<file path="config.mk">
export PLATFORM = sky130hd
export DESIGN_NAME = booth_mult_seq
export DESIGN_NICKNAME = d
export VERILOG_FILES = /design/src/rtl/mult_pkg.sv /design/src/rtl/dffe_ref.sv /design/src/rtl/reg65.sv /design/src/rtl/booth_mult_seq.sv
export SDC_FILE = /design/constraint.sdc
export NUM_CORES = 1
export LEC_CHECK = 0
export ABC_AREA = 1
export BUFFER_PORTS_ARGS = -buffer_cell sky130_fd_sc_hd__clkbuf_2
export CAP_MARGIN = 10
export CORE_UTILIZATION = 30
export CTS_BUF_LIST = sky130_fd_sc_hd__clkbuf_8
export CTS_CLUSTER_DIAMETER = 50
export CTS_CLUSTER_SIZE = 14
export DETAILED_ROUTE_END_ITERATION = 12
export SLEW_MARGIN = 20
export SYNTH_ARGS = -nofsm -noshare
export SYNTH_HDL_FRONTEND = slang
export SYNTH_SLANG_ARGS = --single-unit
</file>
<file path="constraint.sdc">
create_clock -name clk -period 3.6 [get_ports clk]
set_clock_uncertainty 0.1 [all_clocks]
set_input_delay 0.36 -clock clk [delete_from_list [all_inputs] [get_ports clk]]
set_output_delay 0.36 -clock clk [all_outputs]
set_load 0.005 [all_outputs]
</file>
<file path="src/rtl/mult_pkg.sv">
// Shared encodings for the sequential Booth multiplier.
// No logic: state enum and radix-2 Booth pair codes only.
// No flow control.
package mult_pkg;

    typedef enum logic [1:0] {
        S_IDLE = 2'd0,
        S_RUN  = 2'd1,
        S_DONE = 2'd2
    } state_t;

    // {q0, q-1} pairs that require an add or subtract of the multiplicand
    localparam logic [1:0] PAIR_ADD = 2'b01;
    localparam logic [1:0] PAIR_SUB = 2'b10;

endpackage

</file>
<file path="src/rtl/dffe_ref.sv">
// Single-bit flop with enable and asynchronous active-high clear.
// Latency: 1 clock when enabled.
// No flow control.
module dffe_ref (
    input  logic clk,
    input  logic clr,
    input  logic en,
    input  logic d,
    output logic q
);

    always_ff @(posedge clk or posedge clr) begin
        if (clr) begin
            q <= 1'b0;
        end else if (en) begin
            q <= d;
        end
    end

endmodule

</file>
<file path="src/rtl/reg65.sv">
// Product register {hi, lo, q-1} built as one enabled flop per bit.
// Latency: 1 clock when enabled.
// No flow control; holds while en is low.
module reg65 #(
    parameter int N = 65
) (
    input  logic         clk,
    input  logic         clr,
    input  logic         en,
    input  logic [N-1:0] d,
    output logic [N-1:0] q
);

    for (genvar i = 0; i < N; i++) begin : g_bit
        dffe_ref u_bit (
            .clk (clk),
            .clr (clr),
            .en  (en),
            .d   (d[i]),
            .q   (q[i])
        );
    end

endmodule

</file>
<file path="src/rtl/booth_mult_seq.sv">
// Sequential radix-2 Booth multiplier, one iteration per clock.
// Latency: WIDTH clocks from the start edge; result_rdy pulses for one cycle afterwards.
// No backpressure: start is ignored while busy, the result is held until the next start.
module booth_mult_seq
    import mult_pkg::*;
#(
    parameter int WIDTH = 32
) (
    input  logic             clk,
    input  logic             reset,
    input  logic             ctrl_mult,
    input  logic [WIDTH-1:0] operand_a,
    input  logic [WIDTH-1:0] operand_b,
    output logic             busy,
    output logic             result_rdy,
    output logic [WIDTH-1:0] result,
    output logic [WIDTH-1:0] result_hi,
    output logic             overflow
);

    localparam int PW = 2 * WIDTH + 1;
    localparam int CW = $clog2(WIDTH);

    state_t           state;
    logic [WIDTH-1:0] m_reg;
    logic [CW-1:0]    count;
    logic [PW-1:0]    p_q;
    logic [PW-1:0]    p_d;
    logic             start;
    logic             p_en;
    logic [1:0]       pair;
    logic             sub;
    logic             add_en;
    logic [WIDTH:0]   hi_ext;
    logic [WIDTH:0]   m_opnd;
    logic [WIDTH:0]   u;

    assign start  = ctrl_mult && (state != S_RUN);
    assign p_en   = start || (state == S_RUN);

    // One WIDTH+1-bit adder: subtract is invert plus carry-in. The extra bit keeps
    // M = -2^(WIDTH-1) from wrapping when it is negated.
    assign pair   = p_q[1:0];
    assign sub    = (pair == PAIR_SUB);
    assign add_en = (pair == PAIR_ADD) || sub;
    assign hi_ext = {p_q[PW-1], p_q[PW-1:WIDTH+1]};
    assign m_opnd = add_en ? ({m_reg[WIDTH-1], m_reg} ^ {(WIDTH+1){sub}}) : '0;
    assign u      = hi_ext + m_opnd + {{WIDTH{1'b0}}, sub};

    assign p_d    = start ? {{WIDTH{1'b0}}, operand_b, 1'b0} : {u, p_q[WIDTH:1]};

    reg65 #(
        .N (PW)
    ) u_preg (
        .clk (clk),
        .clr (~reset),
        .en  (p_en),
        .d   (p_d),
        .q   (p_q)
    );

    assign result    = p_q[WIDTH:1];
    assign result_hi = p_q[PW-1:WIDTH+1];
    // Fits in WIDTH signed bits only if the high word matches the low word's sign
    assign overflow  = !((&p_q[PW-1:WIDTH]) || !(|p_q[PW-1:WIDTH]));

    always_ff @(posedge clk or negedge reset) begin
        if (!reset) begin
            state      <= S_IDLE;
            m_reg      <= '0;
            count      <= '0;
            busy       <= 1'b0;
            result_rdy <= 1'b0;
        end else begin
            case (state)
                S_RUN: begin
                    count <= count + CW'(1);
                    if (count == CW'(WIDTH - 1)) begin
                        state      <= S_DONE;
                        busy       <= 1'b0;
                        result_rdy <= 1'b1;
                    end
                end
                default: begin
                    result_rdy <= 1'b0;
                    if (ctrl_mult) begin
                        state <= S_RUN;
                        m_reg <= operand_a;
                        count <= '0;
                        busy  <= 1'b1;
                    end else begin
                        state <= S_IDLE;
                    end
                end
            endcase
        end
    end

endmodule
</file>
After elaboration in Yosys (flattened, before gate mapping)

Cells that the tools add are included.

Add/subtract/negate cells: 3
Equality and inequality tests: 6
Mux-type cells: 12
Bitwise operators: 2
Reductions and logical operators: 11

Operators by type and width:

| cell                | number |
|---|---|
| $mux 65             | 1 |
| $add 33x1->33       | 1 |
| $add 33x33->33      | 1 |
| $mux 33             | 1 |
| $reduce_and 33->1   | 1 |
| $reduce_or 33->1    | 1 |
| $xor 33x33->33      | 1 |
| $mux 5              | 2 |
| $mux 1              | 6 |
| $add 5x1->5 const B | 1 |
| $eq 5x5->1 const B  | 1 |
| $eq 2x1->1 const B  | 2 |
| $mux 2              | 2 |
| $ne 2x1->1 const B  | 2 |
| $reduce_and 2->1    | 2 |
| $logic_or 1x1->1    | 3 |
| $eq 2x2->1 const B  | 1 |
| $logic_not 1->1     | 2 |
| $reduce_bool 2->1   | 1 |
| $logic_and 1x1->1   | 1 |
| $not 1->1           | 1 |

Flip-flop bits (word level): 106
Input port bits: 67
Output and inout bits: 67
Word-level logic and storage cells: 104

Depth between registers and ports, before layout

Depth after elaboration: 6
Mapped depth: 21
Gate-level depth less buffers: 19

Cells and area by module

A second synthesis with hierarchy kept.

Cell total of the unflattened synthesis: 1,340
Area, all modules: 8,060.2 um^2

Modules (own cells, without submodules):

| module         | instances | cells each | area an instance (um^2) | sequential area each (um^2) |
|---|---|---|---|---|
| booth_mult_seq | 1         | 950        | 5,213.8                 | 1,001.0 |
| dffe_ref       | 65        | 6          | 43.8                    | 25.0 |

Worst setup path before layout

Ideal clock, no wire load.

Path kind: flip-flop to flip-flop
Start: register u_preg.g_bit[0].u_bit.q
End: register u_preg.g_bit[52].u_bit.q
Data arrival time: 2.743 ns
Path slack: 0.636 ns
Stages on the path, launching flop included: 20
Path buffers: 2
Period minus slack after synthesis: 2.964 ns
Cell sequence: dfrtp_1 inv_1 ha_1 clkbuf_1 buf_2 xnor2_1 nor2_1 fa_1 inv_1 fa_1 inv_1 nand2_1 a21oi_1 nand2_1 nand3_2 nand2_1 nand2_1 nand2_1 nand3_1 o21ai_1

Longest elaborated chain between the ends: 6
Elaborated cells on any way between the ends: 8
Those cells by class: add/sub (2); eq/ne (2); mux (2); bitwise (1); reduce/logical (1)

Ends and longest elaborated chain:

| item                                                      | RTL line                                   | text |
|---|---|---|
| start: declaration                                        | dffe_ref.sv:9                              | `output logic q` |
| start signal: assignment                                  | dffe_ref.sv:14                             | `q <= 1'b0;` |
| start signal: assignment                                  | dffe_ref.sv:16                             | `q <= d;` |
| $eq 2x2->1 / $eq 2x1->1 (equally long branches)           | booth_mult_seq.sv:44, booth_mult_seq.sv:45 |  |
| $xor 33x33->33 / $logic_or 1x1->1 (equally long branches) | booth_mult_seq.sv:47, booth_mult_seq.sv:45 |  |
| $mux 33                                                   | booth_mult_seq.sv:47                       | `assign m_opnd = add_en ? ({m_reg[WIDTH-1], m_reg} ^ {(WIDTH+1){sub}}) : '0;` |
| $add 33x33->33                                            | booth_mult_seq.sv:48                       | `assign u = hi_ext + m_opnd + {{WIDTH{1'b0}}, sub};` |
| $add 33x1->33 (*)                                         | booth_mult_seq.sv:48                       |  |
| $mux 65 (*)                                               | booth_mult_seq.sv:50                       | `assign p_d = start ? {{WIDTH{1'b0}}, operand_b, 1'b0} : {u, p_q[WIDTH:1]};` |
| end signal: assignment                                    | dffe_ref.sv:14                             |  |
| end signal: assignment                                    | dffe_ref.sv:16                             |  |
| end: declaration                                          | dffe_ref.sv:9                              |  |

Mark *: on every way between the ends. The rest lies on a longest branch, timed or not.
A chain may end at the register's enable or synchronous reset.

Worst setup path in the final report

Ends and elaborated chain as after synthesis.

==> flow_metrics.py <==
metrics = {
    "final_layout": {
        "layout.nets": 1328,
        "antenna_cells": 0,
        "final_common_cell": "nand2_1",
        "largest_reg_flops": 65,
        "drive_gt1_share_pct": 15.20,
        "area_delta_synth_final_pct": 9.562,
        "layout_common_cells": "481 x nand2_1, 139 x inv_1, 132 x clkbuf_2",
    },
    "sta": {
        "tightestPinTransition_ns": 0.8690,
        "fmax_mhz": 319.9,
        "final.setup.worst_slack_ns": 0.4741,
        "setup_violations": 0,
        "whs_ns": 0.04668,
        "setup_tns_ns": 0,
        "rsz0062_at_grt": "no",
        "relSlewSlack_pct": 42.06,
        "finalMaxSlewViolations": 0,
        "final_hold_viol_count": 0,
        "fin_crit_sh_pct": 86.83,
        "fin_crit_ns": 3.126,
    },
    "clock_network": {
        "cts_buffers": 9,
        "clk_latency_ns": 0.40,
        "htreeDepth": 3,
        "cts_sinks": 105,
        "root_buffer": "clkbuf_8",
        "cts_tree": "built",
        "cts_buffer_depth": 2,
        "clkTransAtPathRegs_ns": 0.12,
        "post_cts_buffers": 0,
    },
    "synthesis": {
        "synth.mux.area_fraction_pct": 0,
        "synth_compound_area_share_pct": 4.684,
        "ys_ff_latch": 105,
        "synth_edf_count": 0,
        "synth-seq-area-share_pct": 34.04,
        "synthCells": 1166,
        "synth_fa_ha_area_share_pct": 6.029,
        "ys.flop_type": "dfrtp_1",
        "avgSynthCellArea_um2": 6.621,
        "synth_simple_gate_area_share_pct": 36.42,
        "synth_xor_area_share_pct": 3.630,
        "synth_top_family_by_area": "simple AND/OR/NAND/NOR gates",
        "ys_types": 34,
        "synth_warnings": 0,
        "async_flop_share_pct": 100.0,
        "syn_nets": 1269,
        "syn_area_um2": 7720,
    },
    "floorplanning": {
        "core_um2": 25180,
        "die_area_um2": 26380,
        "initial_core_util_pct": 30.66,
        "core.rowCount": 58,
        "fp.dieW_um": 162.4,
        "io-pin-count": 134,
        "fp.dieH_um": 162.4,
    },
    "setup_path": {
        "endpoint_kind": "flip-flop",
        "cp.depth": 17,
        "r2r_start": "u_preg.g_bit[0].u_bit.q$_DFFE_PN0P_",
        "regToRegSetupSlack_ns": 0.47,
        "crit_start": "u_preg.g_bit[0].u_bit.q$_DFFE_PN0P_",
        "startpoint_type": "flip-flop",
        "endpoint": "u_preg.g_bit[52].u_bit.q$_DFFE_PN0P_",
        "crit_top_cell": "nand2_1",
        "crit_fanout": 15,
        "worstPathArrival_ns": 3.31,
        "critPathKind": "flip-flop to flip-flop",
        "slowest_stage": "ha_2",
        "reg2reg_depth": 17,
        "critical-path-max-stage-delay_ns": 0.47,
        "path_buf_inv": 3,
        "crit_required_ns": 3.78,
        "crit_chain": "inv_1 -> ha_2 -> xnor2_1 -> nor2_1 -> fa_1 -> inv_1 -> fa_1 -> inv_1 -> nand2_1 -> a21oi_1 -> nand2_1 -> nand3_2 -> nand2_1 -> nand2_1 -> nand2_1 -> nand3_1 -> o21ai_1",
        "r2r-end": "u_preg.g_bit[52].u_bit.q$_DFFE_PN0P_",
        "path_delay_family": "adder cells",
    },
    "grt": {
        "first_global_vias": 6909,
        "antenna_found_initial": 0,
        "gr-usage-all-layers_pct": 17.11,
        "gr-total-overflow": 0,
        "grt_pass1_wl_um": 35330,
        "grt_max_degree": 65,
    },
    "drt": {
        "ant_nets": 0,
        "drcViolationCount": 0,
        "viasPerCell": 4.481,
        "first_iter_violations": 334,
        "drt_first_pass_iters": 4,
        "num_vias": 6990,
        "routed_wl_um": 21670,
        "wire_per_inst_um": 13.89,
    },
    "place": {
        "place.port_buffers": 133,
        "place_congestion": 0.8844,
        "place_worst_setup_slack_ns": 0.4852,
        "hpwl_um": 16880,
    },
    "worst_hold_path": {
        "min_from": "operand_a[14]",
        "hold_class": "input pin to flip-flop",
    },
    "run_status": {
        "outcome": "complete, no violations",
    },
    "flow_run": {
        "maxCapViolations": 0,
    },
}
## synthesized netlist by cell type (15+ instances only)
cell type / instances / share of area [%]
a21oi_1: 30 / 1.9
buf_4: 65 / 6.3
dfrtp_1: 105 / 34
ha_1: 34 / 5.5
inv_1: 139 / 6.8
nand2_1: 481 / 23
nand2_2: 15 / 1.2
nand3_1: 72 / 4.7
nor2_1: 88 / 4.3
o21ai_0: 20 / 1.3
xnor2_1: 31 / 3.5
## logic make-up after synthesis
kind of cell / after synthesis
AND/OR/NAND/NOR: 689
buffers and inverters: 238
AO/OA/AOI/OAI: 66
adder cells (fa/ha/maj): 36
XOR/XNOR: 32
flip-flops: 105
## cell type report
cell class              count  area [µm²]
inverters                 145       545.5
clock inverters             7       61.31
multi-input cells         823        3931
well taps                 330       412.9
repair buffers            141       755.7
clock buffers               9       123.9
fillers                  2760       16720
flip-flops and latches    105        2628
## routing by layer
| metal | vias to the layer above | wire, µm | track usage (%) | share of wire (%) |
|---|---|---|---|---|
| met5 | - | 0 | 0 | 0 |
| li1 | 3634 | - | - | - |
| met1 | 3156 | 10100 | 22.41 | 47 |
| met3 | 22 | 1517 | 4.023 | 7.0 |
| met2 | 178 | 9651 | 27.51 | 45 |
| met4 | 0 | 406 | 5.875 | 1.9 |
## worst min-delay path by stage
| stage | slack, ns | end | cells after the start |
|---|---|---|---|
| CTS | 0.03 | m_reg[13]$_DFFE_PN0P_ | 3 |
| finish | 0.05 | m_reg[14]$_DFFE_PN0P_ | 3 |
| floorplan | -0.04 | busy$_DFFE_PN0P_ | 0 |
| global route | 0.05 | m_reg[5]$_DFFE_PN0P_ | 3 |
| detailed placement | 0.35 | u_preg.g_bit[62].u_bit.q$_DFFE_PN0P_ | 1 |
| global placement | 0.35 | u_preg.g_bit[58].u_bit.q$_DFFE_PN0P_ | 1 |
## metrics by stage
step                instance area (µm²)  util (%)  std cells
floorplan                          7720         -       1166
detailed placement                 8262     32.81       1543
CTS                                8457     33.58       1560
global placement                   8262     32.81       1543
finish                             8458     33.59       1560
global route                       8458     33.59       1560
## repair_timing
| item | CTS | global route |
|---|---|---|
| resized for setup | 0 | 0 |
| hold buffers | 1 | 0 |
| endpoints found under the hold margin | 48 | 0 |
## worst min-delay path, delay by kind of cell
kind | cells | cell delay [ns]
buffers and inverters | 1 | 0.07
AND/OR/NAND/NOR | 2 | 0.08
Power is not shown: default switching activity piles up to over one toggle a cycle in this logic, so the estimate is an artifact.
